$ cat config.mk
export PLATFORM = sky130hd
export DESIGN_NAME = uart_dumper_flat
export DESIGN_NICKNAME = d
export VERILOG_FILES = /design/src/rtl/uart_dumper_if.sv /design/src/rtl/uart_dumper.sv /design/src/flat_wrapper.sv
export SDC_FILE = /design/constraint.sdc
export NUM_CORES = 1
export LEC_CHECK = 0
export ABC_AREA = 0
export BUFFER_PORTS_ARGS = -buffer_cell sky130_fd_sc_hd__buf_2
export CAP_MARGIN = 0
export CORE_MARGIN = 2
export CORE_UTILIZATION = 35
export DETAILED_ROUTE_END_ITERATION = 6
export RECOVER_POWER = 100
export REMOVE_ABC_BUFFERS = 1
export SLEW_MARGIN = 20
export SYNTH_ARGS = -nofsm -noshare
export SYNTH_HDL_FRONTEND = slang
export SYNTH_SLANG_ARGS = --single-unit
$ cat constraint.sdc
create_clock -name clk -period 2.6 [get_ports clk]
set_input_delay 0.13 -clock clk [delete_from_list [all_inputs] [get_ports clk]]
set_output_delay 0.13 -clock clk [all_outputs]
set_load 0.03 [all_outputs]
$ cat src/rtl/uart_dumper_if.sv
// LPDDR controller read-port bundle (command FIFO + read FIFO) used by uart_dumper.
// master: the port user that issues reads; slave: the memory controller side.
interface uart_dumper_if;
  logic        mem_cmd_en;
  logic [2:0]  mem_cmd_instr;
  logic [5:0]  mem_cmd_bl;
  logic [29:0] mem_cmd_byte_addr;
  logic        mem_cmd_empty;
  logic        mem_cmd_full;
  logic        mem_rd_en;
  logic [31:0] mem_rd_data;
  logic        mem_rd_full;
  logic        mem_rd_empty;
  logic [6:0]  mem_rd_count;
  logic        mem_rd_overflow;
  logic        mem_rd_error;

  modport master (
    output mem_cmd_en, mem_cmd_instr, mem_cmd_bl, mem_cmd_byte_addr, mem_rd_en,
    input  mem_cmd_empty, mem_cmd_full, mem_rd_data, mem_rd_full, mem_rd_empty,
    input  mem_rd_count, mem_rd_overflow, mem_rd_error
  );

  modport slave (
    input  mem_cmd_en, mem_cmd_instr, mem_cmd_bl, mem_cmd_byte_addr, mem_rd_en,
    output mem_cmd_empty, mem_cmd_full, mem_rd_data, mem_rd_full, mem_rd_empty,
    output mem_rd_count, mem_rd_overflow, mem_rd_error
  );
endinterface

$ cat src/rtl/uart_dumper.sv
// uart_dumper: streams DUMP_BYTES of memory, from byte address 0, out of an
// 8N1 UART as raw bytes, MSB of each 32-bit word first. One 16-word read burst
// is outstanding at a time. The next word is fetched while the last byte of the
// current word is still on the line, so frames run back to back when data is ready.
module uart_dumper #(
  parameter int CLK_FREQ   = 100000000,
  parameter int BAUD       = 115200,
  parameter int DUMP_BYTES = 65536
) (
  input  logic          clk,
  input  logic          rst_n,
  input  logic          calib_done,
  input  logic          start,
  output logic          busy,
  output logic          done,
  output logic          error,
  output logic [7:0]    progress,
  output logic          tx,
  uart_dumper_if.master mem
);

  localparam int DIVISOR = CLK_FREQ / BAUD;
  localparam int TW      = (DIVISOR > 1) ? $clog2(DIVISOR) : 1;
  localparam logic [TW-1:0] BIT_LAST  = TW'(DIVISOR - 1);
  localparam logic [29:0]   LAST_ADDR = 30'(DUMP_BYTES - 64);

  typedef enum logic [2:0] {IDLE, CMD, WAIT, POP, SEND, FIN} state_t;
  typedef enum logic [1:0] {TIDLE, START, DATA, STOP} tx_state_t;

  state_t      state_r;
  tx_state_t   tx_state_r;
  logic [TW-1:0] timer_r;
  logic [7:0]  shift_r;
  logic [2:0]  bit_idx_r;
  logic        tx_r;
  logic [31:0] word_r;
  logic [2:0]  idx_r;      // next byte of word_r to hand to the transmitter (4 = all handed over)
  logic [3:0]  wcnt_r;     // word index within the current burst
  logic [29:0] addr_r;
  logic [16:0] cnt_r;
  logic        busy_r;
  logic        done_r;
  logic        error_r;
  logic        mem_cmd_en_r;
  logic        mem_rd_en_r;

  logic        byte_done_s;
  logic        tx_free_s;
  logic        fault_s;
  logic        load_s;
  logic [7:0]  load_byte_s;
  logic        unused_s;

  assign byte_done_s = (tx_state_r == STOP) && (timer_r == {TW{1'b0}});
  // The transmitter can take a new byte when idle or on the final cycle of a stop bit.
  assign tx_free_s   = (tx_state_r == TIDLE) || byte_done_s;
  assign fault_s     = error_r | mem.mem_rd_error | mem.mem_rd_overflow;
  assign unused_s    = ^{mem.mem_cmd_empty, mem.mem_rd_full, mem.mem_rd_count};

  // Select the byte handed to the transmitter; nothing new is loaded once a fault is seen.
  always_comb begin
    load_s      = 1'b0;
    load_byte_s = 8'h00;
    if (!fault_s && tx_free_s) begin
      case (state_r)
        POP: begin
          load_s      = 1'b1;
          load_byte_s = mem.mem_rd_data[31:24];
        end
        SEND: begin
          if (idx_r != 3'd4) begin
            load_s = 1'b1;
            case (idx_r)
              3'd0:    load_byte_s = word_r[31:24];
              3'd1:    load_byte_s = word_r[23:16];
              3'd2:    load_byte_s = word_r[15:8];
              default: load_byte_s = word_r[7:0];
            endcase
          end else begin
            load_s = 1'b0;
          end
        end
        default: load_s = 1'b0;
      endcase
    end else begin
      load_s = 1'b0;
    end
  end

  // Main sequencer: burst commands, word pops, byte hand-off, dump termination and faults.
  always_ff @(posedge clk or negedge rst_n) begin
    if (!rst_n) begin
      state_r      <= IDLE;
      word_r       <= 32'h0000_0000;
      idx_r        <= 3'd0;
      wcnt_r       <= 4'd0;
      addr_r       <= 30'd0;
      cnt_r        <= 17'd0;
      busy_r       <= 1'b0;
      done_r       <= 1'b0;
      error_r      <= 1'b0;
      mem_cmd_en_r <= 1'b0;
      mem_rd_en_r  <= 1'b0;
    end else begin
      mem_cmd_en_r <= 1'b0;
      mem_rd_en_r  <= 1'b0;
      if (byte_done_s) cnt_r <= cnt_r + 17'd1;
      if ((state_r != IDLE) && (mem.mem_rd_error || mem.mem_rd_overflow)) error_r <= 1'b1;
      case (state_r)
        IDLE: begin
          if (start && calib_done) begin
            done_r  <= 1'b0;
            error_r <= 1'b0;
            cnt_r   <= 17'd0;
            addr_r  <= 30'd0;
            wcnt_r  <= 4'd0;
            idx_r   <= 3'd0;
            busy_r  <= 1'b1;
            state_r <= CMD;
          end
        end
        FIN: begin
          busy_r  <= 1'b0;
          done_r  <= 1'b1;
          state_r <= IDLE;
        end
        default: begin
          if (fault_s) begin
            // Let the byte in flight finish; leave the read FIFO as it is.
            if (tx_free_s) state_r <= FIN;
          end else begin
            case (state_r)
              CMD: begin
                if (!mem.mem_cmd_full) begin
                  mem_cmd_en_r <= 1'b1;
                  state_r      <= WAIT;
                end
              end
              WAIT: begin
                if (!mem.mem_rd_empty) begin
                  mem_rd_en_r <= 1'b1;
                  state_r     <= POP;
                end
              end
              POP: begin
                word_r  <= mem.mem_rd_data;
                idx_r   <= load_s ? 3'd1 : 3'd0;
                state_r <= SEND;
              end
              SEND: begin
                if (idx_r == 3'd4) begin
                  if (wcnt_r != 4'd15) begin
                    wcnt_r  <= wcnt_r + 4'd1;
                    idx_r   <= 3'd0;
                    state_r <= WAIT;
                  end else if (addr_r != LAST_ADDR) begin
                    wcnt_r  <= 4'd0;
                    idx_r   <= 3'd0;
                    addr_r  <= addr_r + 30'd64;
                    state_r <= CMD;
                  end else if (byte_done_s) begin
                    addr_r  <= addr_r + 30'd64;
                    state_r <= FIN;
                  end
                end else if (load_s) begin
                  idx_r <= idx_r + 3'd1;
                end
              end
              default: state_r <= FIN;
            endcase
          end
        end
      endcase
    end
  end

  // 8N1 transmitter; a byte offered on the last stop cycle starts with no idle gap.
  always_ff @(posedge clk or negedge rst_n) begin
    if (!rst_n) begin
      tx_state_r <= TIDLE;
      timer_r    <= {TW{1'b0}};
      shift_r    <= 8'h00;
      bit_idx_r  <= 3'd0;
      tx_r       <= 1'b1;
    end else begin
      case (tx_state_r)
        TIDLE: begin
          tx_r <= 1'b1;
          if (load_s) begin
            tx_state_r <= START;
            tx_r       <= 1'b0;
            shift_r    <= load_byte_s;
            timer_r    <= BIT_LAST;
          end
        end
        START: begin
          if (timer_r == {TW{1'b0}}) begin
            tx_state_r <= DATA;
            tx_r       <= shift_r[0];
            shift_r    <= {1'b0, shift_r[7:1]};
            bit_idx_r  <= 3'd0;
            timer_r    <= BIT_LAST;
          end else begin
            timer_r <= timer_r - TW'(1);
          end
        end
        DATA: begin
          if (timer_r == {TW{1'b0}}) begin
            timer_r <= BIT_LAST;
            if (bit_idx_r == 3'd7) begin
              tx_state_r <= STOP;
              tx_r       <= 1'b1;
            end else begin
              bit_idx_r <= bit_idx_r + 3'd1;
              tx_r      <= shift_r[0];
              shift_r   <= {1'b0, shift_r[7:1]};
            end
          end else begin
            timer_r <= timer_r - TW'(1);
          end
        end
        STOP: begin
          if (timer_r == {TW{1'b0}}) begin
            if (load_s) begin
              tx_state_r <= START;
              tx_r       <= 1'b0;
              shift_r    <= load_byte_s;
              timer_r    <= BIT_LAST;
            end else begin
              tx_state_r <= TIDLE;
              tx_r       <= 1'b1;
            end
          end else begin
            timer_r <= timer_r - TW'(1);
          end
        end
        default: begin
          tx_state_r <= TIDLE;
          tx_r       <= 1'b1;
        end
      endcase
    end
  end

  assign tx                    = tx_r;
  assign busy                  = busy_r;
  assign done                  = done_r;
  assign error                 = error_r;
  assign progress              = cnt_r[15:8];
  assign mem.mem_cmd_en        = mem_cmd_en_r;
  assign mem.mem_cmd_instr     = 3'b001;
  assign mem.mem_cmd_bl        = 6'd15;
  assign mem.mem_cmd_byte_addr = addr_r;
  assign mem.mem_rd_en         = mem_rd_en_r;

endmodule

$ cat src/flat_wrapper.sv
// flat-port wrapper written by rule: the top's interface ports become plain ports
module uart_dumper_flat 
#(
  parameter int CLK_FREQ   = 100000000,
  parameter int BAUD       = 115200,
  parameter int DUMP_BYTES = 65536
)
  (clk, rst_n, calib_done, start, busy, done, error, progress, tx, mem_mem_cmd_en, mem_mem_cmd_instr, mem_mem_cmd_bl, mem_mem_cmd_byte_addr, mem_mem_rd_en, mem_mem_cmd_empty, mem_mem_cmd_full, mem_mem_rd_data, mem_mem_rd_full, mem_mem_rd_empty, mem_mem_rd_count, mem_mem_rd_overflow, mem_mem_rd_error);
  uart_dumper_if mem_i ();
  input  logic clk;
  input  logic rst_n;
  input  logic calib_done;
  input  logic start;
  output logic busy;
  output logic done;
  output logic error;
  output logic [7:0] progress;
  output logic tx;
  output wire logic [$bits(mem_i.mem_cmd_en)-1:0] mem_mem_cmd_en;
  output wire logic [$bits(mem_i.mem_cmd_instr)-1:0] mem_mem_cmd_instr;
  output wire logic [$bits(mem_i.mem_cmd_bl)-1:0] mem_mem_cmd_bl;
  output wire logic [$bits(mem_i.mem_cmd_byte_addr)-1:0] mem_mem_cmd_byte_addr;
  output wire logic [$bits(mem_i.mem_rd_en)-1:0] mem_mem_rd_en;
  input wire logic [$bits(mem_i.mem_cmd_empty)-1:0] mem_mem_cmd_empty;
  input wire logic [$bits(mem_i.mem_cmd_full)-1:0] mem_mem_cmd_full;
  input wire logic [$bits(mem_i.mem_rd_data)-1:0] mem_mem_rd_data;
  input wire logic [$bits(mem_i.mem_rd_full)-1:0] mem_mem_rd_full;
  input wire logic [$bits(mem_i.mem_rd_empty)-1:0] mem_mem_rd_empty;
  input wire logic [$bits(mem_i.mem_rd_count)-1:0] mem_mem_rd_count;
  input wire logic [$bits(mem_i.mem_rd_overflow)-1:0] mem_mem_rd_overflow;
  input wire logic [$bits(mem_i.mem_rd_error)-1:0] mem_mem_rd_error;
  assign mem_mem_cmd_en = mem_i.mem_cmd_en;
  assign mem_mem_cmd_instr = mem_i.mem_cmd_instr;
  assign mem_mem_cmd_bl = mem_i.mem_cmd_bl;
  assign mem_mem_cmd_byte_addr = mem_i.mem_cmd_byte_addr;
  assign mem_mem_rd_en = mem_i.mem_rd_en;
  assign mem_i.mem_cmd_empty = mem_mem_cmd_empty;
  assign mem_i.mem_cmd_full = mem_mem_cmd_full;
  assign mem_i.mem_rd_data = mem_mem_rd_data;
  assign mem_i.mem_rd_full = mem_mem_rd_full;
  assign mem_i.mem_rd_empty = mem_mem_rd_empty;
  assign mem_i.mem_rd_count = mem_mem_rd_count;
  assign mem_i.mem_rd_overflow = mem_mem_rd_overflow;
  assign mem_i.mem_rd_error = mem_mem_rd_error;
  uart_dumper #(.CLK_FREQ(CLK_FREQ), .BAUD(BAUD), .DUMP_BYTES(DUMP_BYTES)) u_core (.clk(clk), .rst_n(rst_n), .calib_done(calib_done), .start(start), .busy(busy), .done(done), .error(error), .progress(progress), .tx(tx), .mem(mem_i));
endmodule
* Yosys cells after proc, flatten, opt, wreduce, memory -nomap -nowiden
Cells that the tools add are included.
** Operators by class
- Multiply operators :: 0
- Div/mod/pow operators :: 0
- Equality and inequality tests :: 31
- Shifts and indexed selects :: 0
- Reductions and logical operators :: 31
- Multiplexer cells :: 87
- Bitwise operators :: 5
- Magnitude comparators :: 0
- Add/sub/neg operators :: 6
** Operators with widths (number)
- $mux 30 :: 7
- $pmux 30 s2 :: 1
- $mux 8 :: 7
- $mux 3 :: 18
- $mux 17 :: 3
- $pmux 8 s4 :: 1
- $add 30x7->30 const B :: 1
- $mux 10 :: 3
- $ne 30x16->1 const B :: 1
- $pmux 10 s3 :: 1
- $mux 4 :: 6
- $pmux 3 s2 :: 4
- $pmux 8 s3 :: 1
- $mux 1 :: 22
- $reduce_and 6->1 :: 3
- $add 17x1->17 const B :: 1
- $pmux 8 s2 :: 1
- $eq 3x3->1 const B :: 4
- $pmux 3 s4 :: 1
- $reduce_bool 3->1 :: 4
- $logic_not 10->1 :: 1
- $mux 2 :: 5
- $ne 2x1->1 const B :: 5
- $ne 5x2->1 const B :: 2
- other kinds (33) :: 57
** Word-level totals
- Bits in latches :: 0
- Logic and storage cells :: 176
- Memories kept :: 0
- Bits in read-only memories :: 0
- Register bits after elaboration :: 118
- RAM bits :: 0

* Longest topological paths before layout
Gate-level depths: netlist (run 1).
- Depth in word-level cells :: 10
- Gate-level depth with buffers :: 10

* Least setup slack after synthesis (run 1)
OpenSTA, ideal clock, no wires.
- Path kind :: reg2reg
- Start point :: reg u_core.addr_r[17] (netlist: u_core.mem.mem_cmd_byte_addr[17])
- End point :: reg u_core.addr_r[8] (netlist: u_core.mem.mem_cmd_byte_addr[8])
- Buffers on the path :: 1
- Stages on the path, launching flop included :: 8
- Required time :: 2.468 ns
- Arrival time :: 2.113 ns
- Path slack :: 0.355 ns
- Path through :: dfrtp_1 or4_1 nor4b_1 o311a_1 buf_2 nor3b_1 xnor2_1 nor2_1
** On the way
- Cells in the longest elaborated chain, start to end :: 7
- Elaborated cells on any way between the ends :: 9
** RTL lines
- from (decl) :: RTL line uart_dumper.sv:39 : logic [29:0] addr_r;
- from (signal assigned) :: RTL line uart_dumper.sv:159 : addr_r <= addr_r + 30'd64;
- from (signal assigned) :: RTL line uart_dumper.sv:162 : addr_r <= addr_r + 30'd64;
- $ne 30x16->1 (*) :: RTL line uart_dumper.sv:156 : end else if (addr_r != LAST_ADDR) begin
- $mux 30 :: RTL line uart_dumper.sv:156
- $mux 30 :: RTL line uart_dumper.sv:152 : if (wcnt_r != 4'd15) begin
- $mux 30 :: RTL line uart_dumper.sv:151 : if (idx_r == 3'd4) begin
- $mux 30 :: RTL line uart_dumper.sv:132 : case (state_r)
- $mux 30 :: RTL line uart_dumper.sv:128 : if (fault_s) begin
- $pmux 30 s2 :: RTL line uart_dumper.sv:109 : case (state_r)
Every way passes the cells marked *; elsewhere a longest branch is shown, timed or not. The select of a mux whose other input is x is not followed.
A chain may end at the register's enable or synchronous reset.

* Final worst setup path (run 1)
- Start point :: reg u_core.addr_r[18] (netlist: u_core.mem.mem_cmd_byte_addr[18])
- End point :: reg u_core.addr_r[8] (netlist: u_core.mem.mem_cmd_byte_addr[8])
The elaborated chain is that of the path after synthesis.

==> impl_metrics.py, run 1 <==
metrics = {
    "status": {
        "status": "finished, violations left",
        "failed_checks": "max-capacitance violations, max-slew violations",
    },
    "sta": {
        "min_period_over_period": 0.933,
        "timing.hold.ws_ns": 0.0121,
        "maxSlewViolCount": 67,
        "hold_viol_final": 0,
        "fmax_mhz": 412,
        "setup_ws_ns": 0.174,
        "relSlewSlack": -0.149,
        "finalSetupViolations": 0,
        "finalClockSkew_ns": 0.00525,
        "fin_crit_ns": 2.43,
        "rsz0062_at_grt": "false",
        "worst_slew_pin_slew_ns": 1.72,
    },
    "synthesis": {
        "synth_simple_gate_area_share": 0.190,
        "synth.avg_cell_area_um2": 9.80,
        "synth_common_cells": "dfrtp_1 (110), nor2_1 (72), nand2_1 (39)",
        "synthAdderAreaFrac": 0.0327,
        "yosysSeqAreaShare": 0.454,
        "synth_top_area_cell": "dfrtp_1",
        "synth-edff-count": 0,
        "syn_inst": 624,
        "synth_xor_area_frac": 0.0430,
        "synth_flop_cell": "dfrtp_1",
        "synth_compound_area_frac": 0.154,
        "yosys-top-cells-area": "dfrtp_1 (45%), mux2_2 (6.1%), nor2_1 (4.4%), ha_1 (3.3%), buf_4 (3.2%)",
        "syn_area_um2": 6120,
        "yosys-mux-area-fraction": 0.0624,
        "synth_top_area_frac": 0.450,
        "synth.most_common_cell": "dfrtp_1",
        "synth_top_family_by_area": "simple AND/OR/NAND/NOR gates",
        "synth_cell_type_count": 64,
        "ys_ff_latch": 111,
        "ys_warn_count": 0,
        "synth-async-reset-ratio": 1.00,
    },
    "critical_path": {
        "crit_type": "reg -> reg",
        "crit_required_ns": 2.82,
        "max_stage_delay_ns": 0.57,
        "rrSetupSlack_ns": 0.17,
        "cp_slowest_cell": "or4_1",
        "path_max_fanout": 9,
        "cp-end-kind": "flip-flop",
        "cp-start-kind": "flip-flop",
        "worstPathCellList": "or4_1 > nor4b_1 > o311a_1 > buf_4 > nor3b_1 > xnor2_1 > nor2_1",
        "reg2reg_depth": 7,
        "r2r-start": "u_core.mem.mem_cmd_byte_addr[18]$_DFFE_PN0P_",
        "timing.rr.end": "u_core.mem.mem_cmd_byte_addr[8]$_DFFE_PN0P_",
        "worstPathArrival_ns": 2.65,
    },
    "pwr": {
        "p_leak_uw": 0.00303,
        "powerDensity_nw_per_um2": 721,
        "irDropWorstVdd_mv": 0.381,
    },
    "place": {
        "dp_cells": 906,
        "hpwl_um": 10000,
        "place_congestion": 0.799,
        "portBuffers": 77,
        "place_ws_ns": 0.140,
    },
    "die": {
        "die_area_um2": 18500,
        "ios": 102,
        "fp-row-count": 48,
        "start_util": 0.356,
        "dieWidth_um": 136,
        "die_h_um": 136,
        "coreArea_um2": 17200,
    },
    "min_path": {
        "min_to": "u_core.word_r[17]$_DFFE_PN0P_",
        "hp-start": "mem_mem_rd_data[17]",
        "hp-class": "in -> reg",
        "hold_path_depth": 2,
    },
    "grt": {
        "grt_use_total": 0.159,
        "grt_max_degree": 68,
        "antenna_found_initial": 0,
        "overflow": 0,
        "grt_pass1_wl_um": 23800,
        "grt_pass1_vias": 4881,
    },
    "route": {
        "wl_um": 14000,
        "vias_per_cell": 5.40,
        "num_vias": 5020,
        "post-route-drc-count": 0,
        "drtPass1Iterations": 5,
        "routedWlPerCell_um": 15.1,
        "drtIter0Drc": 266,
        "postRouteAntennaNets": 0,
    },
    "cts": {
        "postCtsSetupBuffers": 0,
        "ctsRootBufferMaster": "clkbuf_16",
        "insertion_delay_ns": 0.35,
        "cts_buffers": 9,
        "tritoncts": "done",
        "clkTransAtPathRegs_ns": 0.07,
        "cts_max_path_buffers": 2,
        "htreeDepth": 3,
        "cts.sinks": 111,
    },
    "final_layout": {
        "layout.cells.non_filler": 930,
        "nNetsFinal": 765,
        "drive_gt1_frac": 0.165,
        "syn2layout_area_growth_pct": 14.1,
        "diodes": 0,
        "fillCellCount": 1747,
    },
    "run": {
        "cap_violations": 1,
    },
}
cell families (layout without fill, tap and decap cells):
group	after synthesis	in the layout
AND/OR/NAND/NOR	225	225
adder cells (fa/ha/maj)	16	16
XOR/XNOR	30	30
buffers and inverters	69	137
other	2	15
flip-flops	111	111
AO/OA/AOI/OAI	137	137
multiplexers	34	34
power breakdown:
group	total (µW)	switching [µW]	internal [µW]
clock network	1370	598	774
logic	1420	913	508
registers	2240	286	1950
total	5030	1800	3240
per-layer routing:
metal	share of wire	vias to the layer above	GRT usage	wire, µm
met4	0.010	0	0.0422	144
met5	0	-	0	0
met2	0.48	146	0.268	6760
met1	0.45	2482	0.207	6310
li1	-	2382	-	-
met3	0.057	10	0.0328	801
flip-flops by register name, indices dropped and copies added (netlist names):
register and count:
u_core.mem.mem_rd_en 1, u_core.state_r 3, u_core.done 1, u_core.idx_r 3
u_core.tx_state_r 2, u_core.cnt_r 16, u_core.timer_r 10, u_core.mem.mem_cmd_byte_addr 24
u_core.busy 1, u_core.tx 1, u_core.bit_idx_r 3, u_core.mem.mem_cmd_en 1
u_core.wcnt_r 4, u_core.shift_r 8, u_core.error 1, u_core.word_r 32
layout make-up:
cell class	count	area, µm²	share of cell area
sequential	111	2780	0.398
clock inverter	3	42.5	0.00610
inverter	19	71.3	0.0102
clock buffer	13	250	0.0359
multi-input combinational	457	3010	0.432
tap	225	282	0.0403
timing repair buffer	102	541	0.0774
how the worst max path moves through the flow:
stage	startpoint	end	slack, ns	cells past startpoint
2_1_floorplan	u_core.state_r[0]$_DFFE_PN0P_	u_core.idx_r[0]$_DFFE_PN0P_	-0.54	5
4_1_cts	u_core.state_r[2]$_DFFE_PN0P_	u_core.shift_r[5]$_DFFE_PN0P_	0.16	5
3_3_place_gp	u_core.state_r[2]$_DFFE_PN0P_	u_core.shift_r[0]$_DFFE_PN0P_	0.20	5
3_5_place_dp	u_core.state_r[2]$_DFFE_PN0P_	u_core.shift_r[5]$_DFFE_PN0P_	0.14	5
5_1_grt	u_core.mem.mem_cmd_byte_addr[27]$_DFFE_PN0P_	u_core.mem.mem_cmd_byte_addr[8]$_DFFE_PN0P_	0.003	7
6_report	u_core.mem.mem_cmd_byte_addr[18]$_DFFE_PN0P_	u_core.mem.mem_cmd_byte_addr[8]$_DFFE_PN0P_	0.17	7
timing repair:
item                                   4_1_cts  5_1_grt
setup endpoints to repair                    0        1
endpoints found under the hold margin       71        1
gates resized for setup                      0        1
hold buffers                                 7        1
metrics by stage:
step	util	setup TNS [ns]	total power (µW)	cell area, µm²
5_1_grt	0.406	0	5370	6980
2_1_floorplan	-	-13.72	3180	5860
4_1_cts	0.410	0	5130	7040
3_5_place_dp	0.389	0	3720	6680
6_report	0.406	0	5030	6980
3_3_place_gp	0.389	0	3680	6680
layout by cell type (no fill, tap or decap), types with 15 or more instances in the layout:
cell type,instances
a21oi_1,38
buf_2,38
clkbuf_1,45
conb_1,15
dfrtp_1,109
ha_1,16
inv_1,19
mux2_2,33
nand2_1,39
nand3_1,18
nor2_1,71
nor3_1,24
o21ai_0,33
xnor2_1,20
worst max-delay path: cells and delay by family (launching register included):
family,cells,cell delay [ns]
AOI/OAI and AO/OA,1,0.47
DFF,1,0.44
buffers and inverters,1,0.24
and+or+nand+nor,4,0.98
xor gates and xnor gates,1,0.16
(Power assumes the default switching activity.)
==> run 2: changes to the inputs <==
--- a/config.mk
+++ b/config.mk
@@ -9,11 +9,10 @@
 export BUFFER_PORTS_ARGS = -buffer_cell sky130_fd_sc_hd__buf_2
 export CAP_MARGIN = 0
 export CORE_MARGIN = 2
-export CORE_UTILIZATION = 35
+export CORE_UTILIZATION = 32
 export DETAILED_ROUTE_END_ITERATION = 6
 export RECOVER_POWER = 100
 export REMOVE_ABC_BUFFERS = 1
-export SLEW_MARGIN = 20
 export SYNTH_ARGS = -nofsm -noshare
 export SYNTH_HDL_FRONTEND = slang
 export SYNTH_SLANG_ARGS = --single-unit
==> impl_metrics.py, run 2 (synthesis gave the netlist of run 1 again) <==
metrics = {
    "final_layout": {
        "diodes": 0,
        "nNetsFinal": 787,
        "top_register": "u_core.word_r",
        "drive_gt1_frac": 0.168,
        "finalInstanceArea_um2": 7170,
        "fillCellCount": 1883,
        "syn2layout_area_growth_pct": 17.3,
        "final_common_cell": "dfrtp_1",
        "largest_register_ffs": 32,
        "layout_common_cells": "dfrtp_1 (110), nor2_1 (72), clkbuf_1 (42)",
    },
    "route": {
        "postRouteAntennaNets": 0,
        "wl_um": 13900,
        "post-route-drc-count": 0,
        "drtIter0Drc": 220,
        "num_vias": 4936,
        "routedWlPerCell_um": 14.4,
        "vias_per_cell": 5.14,
        "drtPass1Iterations": 4,
    },
    "critical_path": {
        "crit_buf_inv": 1,
        "cp_top_family": "simple AND/OR/NAND/NOR gates",
        "cp.depth": 7,
        "cp-startpoint": "u_core.mem.mem_cmd_byte_addr[18]$_DFFE_PN0P_",
        "max_stage_delay_ns": 0.58,
        "path_max_fanout": 7,
        "crit_type": "reg -> reg",
        "reg2reg_depth": 7,
        "cp-start-kind": "flip-flop",
        "worstPathCellList": "or4_1 > nor4b_1 > o311a_1 > buf_4 > nor3_1 > xnor2_1 > nor2_1",
        "crit_required_ns": 2.84,
        "cp_slowest_cell": "or4_1",
        "cp-end-kind": "flip-flop",
        "worstPathArrival_ns": 2.68,
        "crit_path_end": "u_core.mem.mem_cmd_byte_addr[9]$_DFFE_PN0P_",
        "rrSetupSlack_ns": 0.16,
        "timing.rr.end": "u_core.mem.mem_cmd_byte_addr[9]$_DFFE_PN0P_",
        "r2r-start": "u_core.mem.mem_cmd_byte_addr[18]$_DFFE_PN0P_",
    },
    "grt": {
        "grt_pass1_wl_um": 23600,
        "grt_max_degree": 65,
        "grt_pass1_vias": 4809,
        "overflow": 0,
        "grt_use_total": 0.142,
        "antenna_found_initial": 1,
    },
    "die": {
        "fp-row-count": 50,
        "start_util": 0.327,
        "die_h_um": 142,
        "ios": 102,
        "die_area_um2": 20200,
        "dieWidth_um": 142,
        "coreArea_um2": 18700,
    },
    "cts": {
        "clkTransAtPathRegs_ns": 0.08,
        "ctsRootBufferMaster": "clkbuf_16",
        "cts.sinks": 111,
        "htreeDepth": 3,
        "cts_buffers": 9,
        "cts_max_path_buffers": 2,
        "tritoncts": "done",
        "postCtsSetupBuffers": 0,
        "insertion_delay_ns": 0.36,
    },
    "sta": {
        "hold_viol_final": 0,
        "min_period_over_period": 0.940,
        "timing.hold.ws_ns": 0.00773,
        "relSlewSlack": -0.0798,
        "fmax_mhz": 409,
        "finalSetupViolations": 0,
        "finalClockSkew_ns": 0.0102,
        "rsz0062_at_grt": "false",
        "fin_crit_ns": 2.44,
        "maxSlewViolCount": 65,
        "worst_slew_pin_slew_ns": 1.62,
    },
    "place": {
        "place_congestion": 0.807,
        "dpl-instance-area_um2": 6740,
        "hpwl_um": 9740,
        "portBuffers": 77,
    },
    "status": {
        "status": "finished, violations left",
        "failed_checks": "max-capacitance violations, max-slew violations",
    },
    "run": {
        "cap_violations": 1,
    },
    "min_path": {
        "hp-class": "in -> reg",
        "hp-start": "mem_mem_rd_data[16]",
    },
    "pwr": {
        "powerDensity_nw_per_um2": 718,
        "irDropWorstVdd_mv": 0.359,
        "finalPower_uw": 5150,
        "p_leak_uw": 0.00314,
    },
}
[run 2: layout make-up]
cell class	count	area, µm²	share of cell area
Sequential cell	111	2780	0.387
Clock inverter	7	88.8	0.0124
Clock buffer	9	225	0.0314
Inverter	19	71.3	0.00994
Tap cell	234	293	0.0408
Timing Repair Buffer	124	723	0.101
Multi-Input combinational cell	457	2990	0.417
[run 2: per-layer routing]
| metal | track usage | vias to the layer above | wire length (µm) |
|---|---|---|---|
| met5 | 0 | - | 11 |
| met4 | 0.0347 | 2 | 129 |
| met3 | 0.0340 | 12 | 648 |
| met2 | 0.231 | 114 | 6330 |
| met1 | 0.193 | 2377 | 6770 |
| li1 | - | 2431 | - |
[run 2: worst min-delay path by stage]
stage	endpoint	slack, ns	cells after the start
2_1_floorplan	u_core.bit_idx_r[0]$_DFFE_PN0P_	-0.17	0
3_5_place_dp	u_core.mem.mem_cmd_byte_addr[11]$_DFFE_PN0P_	0.30	1
6_report	u_core.word_r[16]$_DFFE_PN0P_	0.008	2
5_1_grt	u_core.word_r[16]$_DFFE_PN0P_	0.006	2
4_1_cts	u_core.word_r[23]$_DFFE_PN0P_	0.0005	2
3_3_place_gp	u_core.mem.mem_cmd_byte_addr[12]$_DFFE_PN0P_	0.30	1
[run 2: power by group]
part | internal [µW] | leakage (µW) | switching [µW]
Combinational | 531 | 0.00153 | 940
Sequential | 1950 | 0.00145 | 249
Clock | 772 | 0.000152 | 703
Total | 3250 | 0.00314 | 1890
[run 2: per-stage QoR]
| step | cells | util | TNS (ns) | worst slack [ns] |
|---|---|---|---|---|
| after floorplan | 587 | - | -13.72 | -0.543 |
| after global placement | 922 | 0.360 | 0 | 0.217 |
| after detailed placement | 922 | 0.360 | 0 | 0.175 |
| after CTS | 961 | 0.389 | 0 | 0.143 |
| after global routing | 961 | 0.383 | 0 | 0.00359 |
| final | 961 | 0.383 | 0 | 0.157 |
[run 2: what timing repair did]
action / CTS / global route
hold endpoints to repair: 82 / 0
gates resized for setup: 0 / 0
hold buffers: 23 / 0
endpoints found under the setup margin: 0 / 0
